File: config.mk
export PLATFORM = sky130hd
export DESIGN_NAME = audio_pwm_player
export DESIGN_NICKNAME = d
export VERILOG_FILES = /design/src/rtl/audio_pwm_player.sv
export SDC_FILE = /design/constraint.sdc
export NUM_CORES = 1
export LEC_CHECK = 0
export CORE_MARGIN = 2
export CORE_UTILIZATION = 57
export CTS_BUF_LIST = sky130_fd_sc_hd__clkbuf_4 sky130_fd_sc_hd__clkbuf_8
export DETAILED_ROUTE_END_ITERATION = 8
export GPL_ROUTABILITY_DRIVEN = 0
export GPL_TIMING_DRIVEN = 0
export PLACE_DENSITY = 0.76
export SLEW_MARGIN = 20
export SYNTH_ARGS = -nofsm -noshare
export SYNTH_HDL_FRONTEND = slang
export SYNTH_SLANG_ARGS = --single-unit
File: constraint.sdc
create_clock -name CLK100MHZ -period 3.25 [get_ports CLK100MHZ]
set_input_delay 0.65 -clock CLK100MHZ [delete_from_list [all_inputs] [get_ports CLK100MHZ]]
set_output_delay 0.65 -clock CLK100MHZ [all_outputs]
set_load 0.01 [all_outputs]
File: src/rtl/audio_pwm_player.sv
// Streams offset-binary samples from a latency-1 block RAM onto the PWM audio pin.
// Define AUD_PLAY_LOOP_EN to wrap the clip seamlessly instead of stopping at its end.
module audio_pwm_player #(
  parameter int DATA_W     = 12,
  parameter int ADDR_W     = 20,
  parameter int DEPTH      = 256,
  parameter int PWM_REPEAT = 1
) (
  input  logic              CLK100MHZ,
  input  logic              CPU_RESETN,
  input  logic              start,
  input  logic              stop,
  input  logic [2:0]        vol,
  output logic [ADDR_W-1:0] addra,
  output logic              ena,
  input  logic [DATA_W-1:0] douta,
  output logic              AUD_PWM,
  output logic              AUD_SD,
  output logic              busy,
  output logic              done
);
  localparam int                REP_W    = (PWM_REPEAT > 1) ? $clog2(PWM_REPEAT) : 1;
  localparam logic [REP_W-1:0]  REP_LAST = REP_W'(PWM_REPEAT - 1);
  localparam logic [ADDR_W-1:0] LAST     = ADDR_W'(DEPTH - 1);
`ifdef AUD_PLAY_LOOP_EN
  localparam bit LOOP = 1'b1;
`else
  localparam bit LOOP = 1'b0;
`endif

  typedef enum logic [1:0] {S_IDLE, S_FETCH, S_WAIT, S_PLAY} state_t;

  state_t              state_q, state_d;
  logic [ADDR_W-1:0]   addra_q, addra_d;
  logic                ena_q, ena_d;
  logic [DATA_W-1:0]   duty_q, duty_d;
  logic [DATA_W-1:0]   next_q, next_d;
  logic [DATA_W-1:0]   cnt_q, cnt_d;
  logic [REP_W-1:0]    rep_q, rep_d;
  logic [ADDR_W-1:0]   idx_q, idx_d;
  logic                rd_vld_q, rd_vld_d;
  logic                pwm_q, pwm_d;
  logic                sd_q, sd_d;
  logic                done_q, done_d;
  logic                busy_q, busy_d;

  logic [DATA_W-1:0]   shifted;
  logic                frame_end, sample_end, pf_last, pf_ok;
  logic [ADDR_W-1:0]   pf_addr;

  assign shifted    = douta >> vol;
  assign frame_end  = (cnt_q == '1);
  assign sample_end = frame_end && (rep_q == REP_LAST);
  // addra_q always holds the most recently fetched address, so the prefetch target follows it
  assign pf_last    = (addra_q == LAST);
  assign pf_addr    = pf_last ? '0 : addra_q + 1'b1;
  assign pf_ok      = LOOP || !pf_last;

  always_comb begin
    state_d  = state_q;
    addra_d  = addra_q;
    ena_d    = 1'b0;
    duty_d   = duty_q;
    next_d   = next_q;
    cnt_d    = cnt_q;
    rep_d    = rep_q;
    idx_d    = idx_q;
    rd_vld_d = ena_q;
    pwm_d    = pwm_q;
    sd_d     = sd_q;
    done_d   = 1'b0;
    case (state_q)
      S_IDLE: begin
        if (start && !stop) begin
          state_d = S_FETCH;
          ena_d   = 1'b1;
          addra_d = '0;
        end
      end
      S_FETCH: state_d = S_WAIT;
      S_WAIT: begin
        duty_d  = shifted;
        cnt_d   = '0;
        rep_d   = '0;
        idx_d   = '0;
        sd_d    = 1'b1;
        state_d = S_PLAY;
        if (pf_ok) begin
          ena_d   = 1'b1;
          addra_d = pf_addr;
        end
      end
      S_PLAY: begin
        if (rd_vld_q) next_d = shifted;
        cnt_d = cnt_q + 1'b1;
        pwm_d = (cnt_q < duty_q);
        if (frame_end) rep_d = (rep_q == REP_LAST) ? '0 : rep_q + 1'b1;
        if (sample_end) begin
          if (idx_q == LAST && !LOOP) begin
            state_d = S_IDLE;
            done_d  = 1'b1;
            sd_d    = 1'b0;
            pwm_d   = 1'b0;
            addra_d = '0;
          end else begin
            duty_d = next_q;
            idx_d  = (idx_q == LAST) ? '0 : idx_q + 1'b1;
            if (pf_ok) begin
              ena_d   = 1'b1;
              addra_d = pf_addr;
            end
          end
        end
      end
      default: state_d = S_IDLE;
    endcase
    // stop overrides everything, including a natural end on the same edge
    if (stop && state_q != S_IDLE) begin
      state_d = S_IDLE;
      ena_d   = 1'b0;
      sd_d    = 1'b0;
      pwm_d   = 1'b0;
      done_d  = 1'b0;
    end
    busy_d = (state_d != S_IDLE);
  end

  always_ff @(posedge CLK100MHZ or negedge CPU_RESETN) begin
    if (!CPU_RESETN) begin
      state_q  <= S_IDLE;
      addra_q  <= '0;
      ena_q    <= 1'b0;
      duty_q   <= '0;
      next_q   <= '0;
      cnt_q    <= '0;
      rep_q    <= '0;
      idx_q    <= '0;
      rd_vld_q <= 1'b0;
      pwm_q    <= 1'b0;
      sd_q     <= 1'b0;
      done_q   <= 1'b0;
      busy_q   <= 1'b0;
    end else begin
      state_q  <= state_d;
      addra_q  <= addra_d;
      ena_q    <= ena_d;
      duty_q   <= duty_d;
      next_q   <= next_d;
      cnt_q    <= cnt_d;
      rep_q    <= rep_d;
      idx_q    <= idx_d;
      rd_vld_q <= rd_vld_d;
      pwm_q    <= pwm_d;
      sd_q     <= sd_d;
      done_q   <= done_d;
      busy_q   <= busy_d;
    end
  end

  assign addra   = addra_q;
  assign ena     = ena_q;
  assign AUD_PWM = pwm_q;
  assign AUD_SD  = sd_q;
  assign busy    = busy_q;
  assign done    = done_q;

endmodule

======== Yosys cells after proc, flatten, opt, wreduce, memory -nomap -nowiden ========
Index checks and enable logic that the tools add are counted.
storage, ports and cells
  register bits ........................... 85
  output and inout bits ................... 25
  word-level logic and storage cells ...... 86
cells by class
  add/subtract/negate cells ............... 4
  $lt $le $gt $ge ......................... 1
  equality and inequality tests ........... 12
  shifts and indexed selects .............. 1
  muxes and demuxes ....................... 38
  bitwise gates (word level) .............. 1
  reductions and logical operators ........ 16
operators with widths
  cell                                                                     count
  20-bit two-way mux                                                       6
  20-bit one-hot mux with 3 select lines                                   1
  12-bit one-hot mux with 2 select lines                                   2
  20-bit by 1-bit adder with 20-bit output (second input constant)         2
  20-bit by 8-bit equality test with 1-bit output (second input constant)  2
  20-bit one-hot mux with 2 select lines                                   1
  12-bit two-way mux                                                       2
  1-bit two-way mux                                                        18
  12-bit by 1-bit adder with 12-bit output (second input constant)         1
  12-bit equality test (second input constant)                             1
  12-bit < comparator                                                      1
  12-bit by 3-bit >> shifter with 12-bit output                            1
  3-bit AND reduction                                                      3
  2-bit two-way mux                                                        4
  2-bit != test (second input constant)                                    4
  2-bit one-hot mux with 4 select lines                                    1
  2-bit nonzero test                                                       4
  3-bit != test (second input constant)                                    2
  3-bit nonzero test                                                       2
  2-bit equality test (second input constant)                              2
  1-bit one-hot mux with 2 select lines                                    2
  2-bit AND reduction                                                      2
  1-bit logical AND                                                        3
  1-bit one-hot mux with 3 select lines                                    1
  other kinds (5)                                                          5

======== Logic depth before layout (Yosys ltp) ========
Gate-level depths: netlist of run 1.
  depth after elaboration ................. 6
  mapped depth ............................ 8
  mapped depth without buffers ............ 7

======== Least setup slack after synthesis of run 1 ========
No wires, ideal clock.
  path type ............................... input -> register
  from .................................... in stop
  to ...................................... reg addra_q[15], in the netlist addra[15]
  setup time .............................. 0.077 ns
  arrival time ............................ 1.992 ns
  required time ........................... 3.173 ns
  path slack .............................. 1.181 ns
  stages on the path ...................... 6
  cells stage by stage .................... clkbuf_1 -> nand2b_1 -> a21oi_2 -> nor2_2 -> or4_1 -> a21oi_1
on the way
  word-level cells in the longest chain between the ends .. 4
ends and longest elaborated chain
  element                        RTL line  source
  start: declaration             12        input logic stop,
  1-bit logical NOT              74        if (start && !stop) begin
  1-bit logical AND              74
  2-bit != test (no line)        n/a
  3-bit AND reduction (no line)  n/a
  end signal: assignment         145       addra_q <= addra_d;
  end: declaration               34        logic [ADDR_W-1:0] addra_q, addra_d;
No other way between the ends.
A chain may end at the register's enable or synchronous reset.

======== Worst setup path in the final report of run 1 ========
  from .................................... reg cnt_q[1]
  to ...................................... reg addra_q[9], in the netlist addra[9]
on the way
  word-level cells in the longest chain between the ends .. 4
ends and longest elaborated chain
  element                        RTL line  source
  start: declaration             38        logic [DATA_W-1:0] cnt_q, cnt_d;
  start signal: assignment       149       cnt_q <= cnt_d;
  12-bit equality test           52        assign frame_end = (cnt_q == '1);
  1-bit logical AND              53        assign sample_end = frame_end && (rep_q == REP_LAST);
  2-bit != test (no line)        n/a
  3-bit AND reduction (no line)  n/a
No other way between the ends.

==> results by group, run 1 <==
Clocking
  – # hold bufs at CTS: 0
  – CTS tree: yes
  – CTS buffer count: 9
  – Clock sinks: 84
  – Clk_lat worst skew: approximately 0.35 ns
  – CTS H-Tree Depth: 3
  – Clock-pin slew on the worst setup and hold paths: 0.09 ns
  – Post-CTS Setup Repair Bufs: 0
  – Root Buffer: clkbuf_8
  – Longest Clk Path Bufs: 2
  – Post-cts sizing count: 0

Timing
  – Setup TNS: 0 ns
  – Max Clk Rate: around 390 MHz
  – Min Tclk post-route: ~2.6 ns
  – Max_slew headroom: 0.470
  – RSZ-0062 raised after global routing: no
  – Setup Viol. Count Final: 0
  – Clk_skew: 0.0106 ns
  – Final period utilization: 0.797
  – Hold Vio Cnt, Final: 0
  – Worst-margin pin slew: 0.793 ns
  – Max-slew violation count: 0
  – Worst setup margin: 0.661 ns

Die
  – Initial Util: 0.587
  – Rows: 33
  – Die width: ~96 um
  – Core ar.: about 8000 um^2
  – Overall die height: about 96 um
  – Die area: slightly above 9000 um^2
  – I/O pin total: 44

Global route
  – First-pass GRT wire length: approximately 19000 um
  – Initial antenna violation count: 0
  – Met3 track demand over resource: 0.0321
  – Vias in the first global route: about 4000
  – Total gr overflow: 0
  – Overall routing resource usage: 0.257
  – Largest net degree at the start of global routing: between 50 and 60
  – GRT met1 Usage: 0.332
  – GR peak layer: met2
  – Met2 Use GR: 0.443

Outcome
  – Status: finished, final reports clean

Synthesis
  – Post-synth ARST share: 1.00
  – Synth cell types: 58
  – Syn Area/Cell: around 9.6 um^2
  – Area share of the largest cell type after synthesis: 0.435
  – Post-Syn Area: slightly below 5000 um^2
  – Post-Syn Instances: approximately 510
  – Syn nets: ~540
  – Post-synthesis sequential area ratio: 0.435
  – Post-synth EDFFs: 0
  – Yosys reg bits: between 80 and 90
  – Yosys top cell by area: dfrtp_1
  – Top_reg_cell synth: dfrtp_1
  – Yosys warning total: 0
  – Synth area leaders: dfrtp_1 (44%), nand2_1 (4.5%), mux4_2 (4.2%)

Power
  – PwrDens: 455 nW/um^2
  – Leak: ~2.4 nW
  – Peak supply drop: ~270 uV

Routing
  – Routed vias/inst: 6.23
  – Remaining design rule violation count: 0
  – Routed WL: about 11000 um
  – Routed vias: about 4200
  – DRT Pass-1 Iters: 4
  – Final ANT Viol Nets: 0
  – Per-cell routed wire length: roughly 17 um
  – DR iter-0 viols: 236

Final layout
  – Final non-filler cell total: 668
  – Layout cells sized above 1: 0.108
  – Most common cell after layout, fill and taps aside: dfrtp_1
  – Most frequent cells in the layout: dfrtp_1 (84), nand2_1 (58), clkdlybuf4s50_1 (41)
  – Layout Nets: 592
  – Synth-to-layout area growth: 15.9%
  – Diode count: 0

Worst setup path
  – CP startpoint: cnt_q[1]
  – Crit. End Element: flop
  – Worst R2R Setup Slack: between 0.6 and 0.7 ns
  – WP data arrival: ~2.8 ns
  – CP endpoint: addra[9]
  – Reg2Reg Depth: 7
  – Crit path max fanout: 10
  – WS Path Type: reg -> reg
  – CP Launch Type: flop
  – Worst EP required: ~3.5 ns
  – Reg2Reg Capture Point: addra[9]
  – R2R Path Start: cnt_q[1]

Place
  – Placed Instances: 653
  – Number of port buffers: 42
  – Pre-CTS setup slack: 0.466 ns
  – Dpl hpwl: around 8200 um

Run
  – MaxCap Viol Count: 0

Hold path
  – Tightest Hold Check Type: in -> async
-- how the worst min path moves through the flow --
stage	end	cells past startpoint	slack [ns]	start
final	idx_q[16]	1	0.20	CPU_RESETN
after CTS	idx_q[15]	1	0.21	CPU_RESETN
after global routing	idx_q[16]	1	0.22	CPU_RESETN
after global placement	rd_vld_q	0	0.40	ena
after floorplan	AUD_PWM	0	0.35	CPU_RESETN
after detailed placement	rd_vld_q	0	0.40	ena
-- through the flow --
stage	total power, W	util	cell area [um^2]	hold WS, ns
2_1_floorplan	0.00162	-	4830	0.354
6_report	0.00254	0.681	5590	0.205
3_3_place_gp	0.00180	0.655	5380	0.396
5_1_grt	0.00269	0.681	5590	0.223
4_1_cts	0.00256	0.681	5590	0.208
3_5_place_dp	0.00183	0.658	5400	0.402
-- layout make-up --
| cell class | instances | area (um^2) |
|---|---|---|
| tap | 105 | 131 |
| multi-input combinational | 376 | 2530 |
| buffer | 26 | 123 |
| timing repair buffer | 43 | 445 |
| fill | 679 | 2620 |
| clock buffer | 10 | 138 |
| inverter | 19 | 71.3 |
| sequential | 84 | 2100 |
| clock inverter | 5 | 52.6 |
-- per-layer routing --
layer	vias up	share of wire
li1	2001	-
met1	2035	0.44
met2	107	0.50
met3	21	0.034
met4	0	0.019
met5	-	0
-- critical path, cell delays in order (launching register included) --
cell and delay, ns:
dfrtp_1 0.45, ha_1 0.24, nand3_1 0.23, nor4_4 0.58, nor2_2 0.12, nor2_1 0.44, buf_2 0.33, nor2_1 0.08
-- synth_stat cells, types with 3 or more instances --
cell type  count
a211oi_1       4
a21oi_1       24
and3_1        16
and4_1         7
buf_2          7
clkbuf_1      14
dfrtp_1       84
ha_1          14
inv_1         18
mux2i_1       12
mux4_2         9
nand2_1       58
nand3_1       24
nand4_1       14
nor2_1        36
nor2b_1        3
nor3_1         9
nor4_1        10
o2111ai_1      6
o211ai_1       3
o21ai_0       40
o221a_2       12
o31ai_1        8
or3_1         15
or4_1          6
xnor2_1        7
xor2_1         7
-- sequential cells by signal (all words and copies together) (netlist names) --
signal / flops
addra: 20
idx_q: 20
cnt_q: 12
duty_q: 12
next_q: 12
state_q: 2
AUD_PWM: 1
AUD_SD: 1
busy: 1
done: 1
ena: 1
rd_vld_q: 1
-- logic make-up (layout without fill, tap and decap cells) --
kind of cell | after synthesis | after routing | synth area share
adders and majority gates | 14 | 14 | 0.0363
and+or+nand+nor | 206 | 206 | 0.222
DFF | 84 | 84 | 0.435
buffers and inverters | 45 | 103 | 0.0402
muxes | 23 | 23 | 0.0715
AOI/OAI and AO/OA | 119 | 119 | 0.169
xor gates and xnor gates | 14 | 14 | 0.0254
-- where the power goes --
| part | leakage [nW] | internal, W | total (W) | switching (W) |
|---|---|---|---|---|
| clock network | 0.0979 | 0.000368 | 0.000743 | 0.000375 |
| registers | 1.10 | 0.00119 | 0.00128 | 0.0000958 |
| logic | 1.21 | 0.000248 | 0.000517 | 0.000269 |
| total | 2.40 | 0.00180 | 0.00254 | 0.000740 |
No activity file was read; power rests on OpenSTA's default activity.
==> inputs of run 2 (changes only) <==
- CORE_UTILIZATION: 57 -> 54
- clock period: 3.25 -> 2.1 ns (I/O delays scaled with it)
==> results by group, run 2 (synthesis gave the netlist of run 1 again) <==
Final layout
  – Synth-to-layout area growth: 19.6%
  – Layout cells sized above 1: 0.163 (+0.0551)
  – Diode count: 0 (unchanged)
  – Layout Nets: 603 (+1.9%)
  – Final non-filler cell total: 683 (+2.2%)
  – Most common cell after layout, fill and taps aside: dfrtp_1
  – Most frequent cells in the layout: dfrtp_1 (79), nand2_1 (58), clkdlybuf4s50_1 (41)

Global route
  – Initial antenna violation count: 0 (unchanged)
  – Total gr overflow: 0 (unchanged)
  – Largest net degree at the start of global routing: 46 (-22%)
  – Vias in the first global route: 3949 (-2.2%)
  – First-pass GRT wire length: 18600 um (-0.18%)
  – Overall routing resource usage: 0.234 (-0.0237)

Worst setup path
  – Reg2Reg Capture Point: duty_q[4]
  – Worst EP required: 2.38 ns (-1.10 ns)
  – Crit path max fanout: 10 (unchanged)
  – Reg2Reg Depth: 5 (-2)
  – Crit. End Element: flop
  – R2R Path Start: idx_q[10]
  – Worst R2R Setup Slack: 0.06 ns (-0.60 ns)
  – WS Path Type: reg -> reg
  – WP data arrival: 2.33 ns (-0.49 ns)
  – CP Launch Type: flop

Routing
  – DR iter-0 viols: 176 (-25%)
  – Final ANT Viol Nets: 0 (unchanged)
  – DRT Pass-1 Iters: 4 (unchanged)
  – Routed vias/inst: 6.10 (-2.1%)
  – Per-cell routed wire length: 16.3 um (-1.6%)
  – Routed WL: 11100 um (+0.62%)
  – Routed vias: 4167 (+0.072%)
  – Remaining design rule violation count: 0 (unchanged)

Power
  – Sequential share of power: 0.500 (-0.005)
  – Leak: 2.47 nW (+2.6%)
  – Comb power frac: 0.230 (+0.027)
  – Peak supply drop: 451 uV (+69%)
  – PwrDens: 685 nW/um^2 (+51%)
  – Net switching power: 0.00119 W (+61%)
  – P_int: 0.00276 W (+53%)
  – Total power: 0.00395 W (+55%)
  – Sw Ratio: 0.301 (+0.0106)
  – Clock share of power: 0.270 (-0.022)

Place
  – Placed Instances: 656 (+0.46%)
  – Dpl hpwl: 8290 um (+1.1%)
  – Number of port buffers: 42 (unchanged)

Outcome
  – Status: finished, final reports clean

Timing
  – Setup Viol. Count Final: 0 (unchanged)
  – Worst-margin pin slew: 0.540 ns (-0.253 ns)
  – Final period utilization: 0.972 (+0.175)
  – Max_slew headroom: 0.640 (+0.169)
  – RSZ-0062 raised after global routing: yes
  – Max Clk Rate: 490 MHz (+27%)
  – Max-slew violation count: 0 (unchanged)
  – Clk_skew: 0.0118 ns (+0.00118 ns)
  – Hold Vio Cnt, Final: 0 (unchanged)
  – Min Tclk post-route: 2.04 ns (-0.549 ns)

Clocking
  – CTS buffer count: 9 (unchanged)
  – Root Buffer: clkbuf_8
  – CTS tree: yes
  – # hold bufs at CTS: 0 (unchanged)
  – Longest Clk Path Bufs: 2 (unchanged)
  – Clk_lat worst skew: 0.35 ns (about the same)
  – Clock-pin slew on the worst setup and hold paths: 0.09 ns (about the same)
  – CTS H-Tree Depth: 3 (unchanged)
  – Clock sinks: 84 (unchanged)

Die
  – Die width: 98.5 um (+2.6%)
  – Rows: 34 (+3.0%)
  – I/O pin total: 44 (unchanged)
  – Initial Util: 0.556 (-0.0313)
  – Core ar.: 8680 um^2 (+5.6%)
  – Overall die height: 98.5 um (+2.6%)
  – Die area: 9710 um^2 (+5.3%)

Run
  – MaxCap Viol Count: 0 (unchanged)

Hold path
  – Tightest Hold Check Type: in -> async
run 2: worst max path at each step:
stage / start / endpoint / slack, ns / depth (start not counted)
after detailed placement: cnt_q[0] / addra[0] / -0.41 / 7
after global routing: cnt_q[5] / idx_q[5] / -0.05 / 6
after global placement: CPU_RESETN / next_q[5] / -2.35 / 1
final: idx_q[10] / duty_q[4] / 0.06 / 5
after CTS: cnt_q[0] / idx_q[17] / 0.001 / 7
after floorplan: cnt_q[0] / addra[15] / 0.09 / 6
run 2: per-stage QoR:
stage          setup slack [ns]  TNS, ns  cell area [um^2]  hold WS, ns  utilization
2_1_floorplan            0.0874        0              4830        0.124            -
3_3_place_gp              -2.35  -206.57              5380        0.402        0.620
3_5_place_dp             -0.412   -11.54              5410        0.392        0.623
4_1_cts                 0.00136        0              5680       0.0444        0.655
5_1_grt                 -0.0496  -0.0718              5770       0.0683        0.665
6_report                 0.0595        0              5770       0.0367        0.665
run 2: layout make-up:
type | count | area [um^2]
Buffer | 24 | 130
Clock buffer | 10 | 138
Clock inverter | 6 | 47.5
Fill cell | 700 | 2910
Inverter | 19 | 71.3
Multi-Input combinational cell | 376 | 2600
Sequential cell | 84 | 2110
Tap cell | 108 | 135
Timing Repair Buffer | 56 | 543
run 2: layer usage:
| layer | vias up | track usage | wire, um |
|---|---|---|---|
| li1 | 2024 | - | - |
| met1 | 2010 | 0.303 | 4910 |
| met2 | 114 | 0.398 | 5510 |
| met3 | 19 | 0.0404 | 460 |
| met4 | 0 | 0.0832 | 229 |
| met5 | - | 0 | 0 |
run 2: repair_timing:
action	4_1_cts	5_1_grt
resized for setup	10	22
endpoints found under the setup margin	56	56
pin swaps	4	2
buffers inserted	8	5
endpoints found under the hold margin	0	0
cloned	0	0
run 2: power groups by stage:
stage | Sequential [W] | Clock (W) | Combinational, W
3_3_place_gp | 0.00201 | 0 | 0.000764
6_report | 0.00198 | 0.00107 | 0.000909
2_1_floorplan | 0.00199 | 0 | 0.000521
5_1_grt | 0.00200 | 0.00117 | 0.00102
4_1_cts | 0.00198 | 0.00110 | 0.000846
3_5_place_dp | 0.00202 | 0 | 0.000809
run 2: critical path, stage by stage (launching register included):
cell      delay [ns]
dfrtp_1         0.46
nor4_1          0.30
nand4_1         0.28
o211ai_1        0.42
buf_2           0.29
o221a_2         0.22
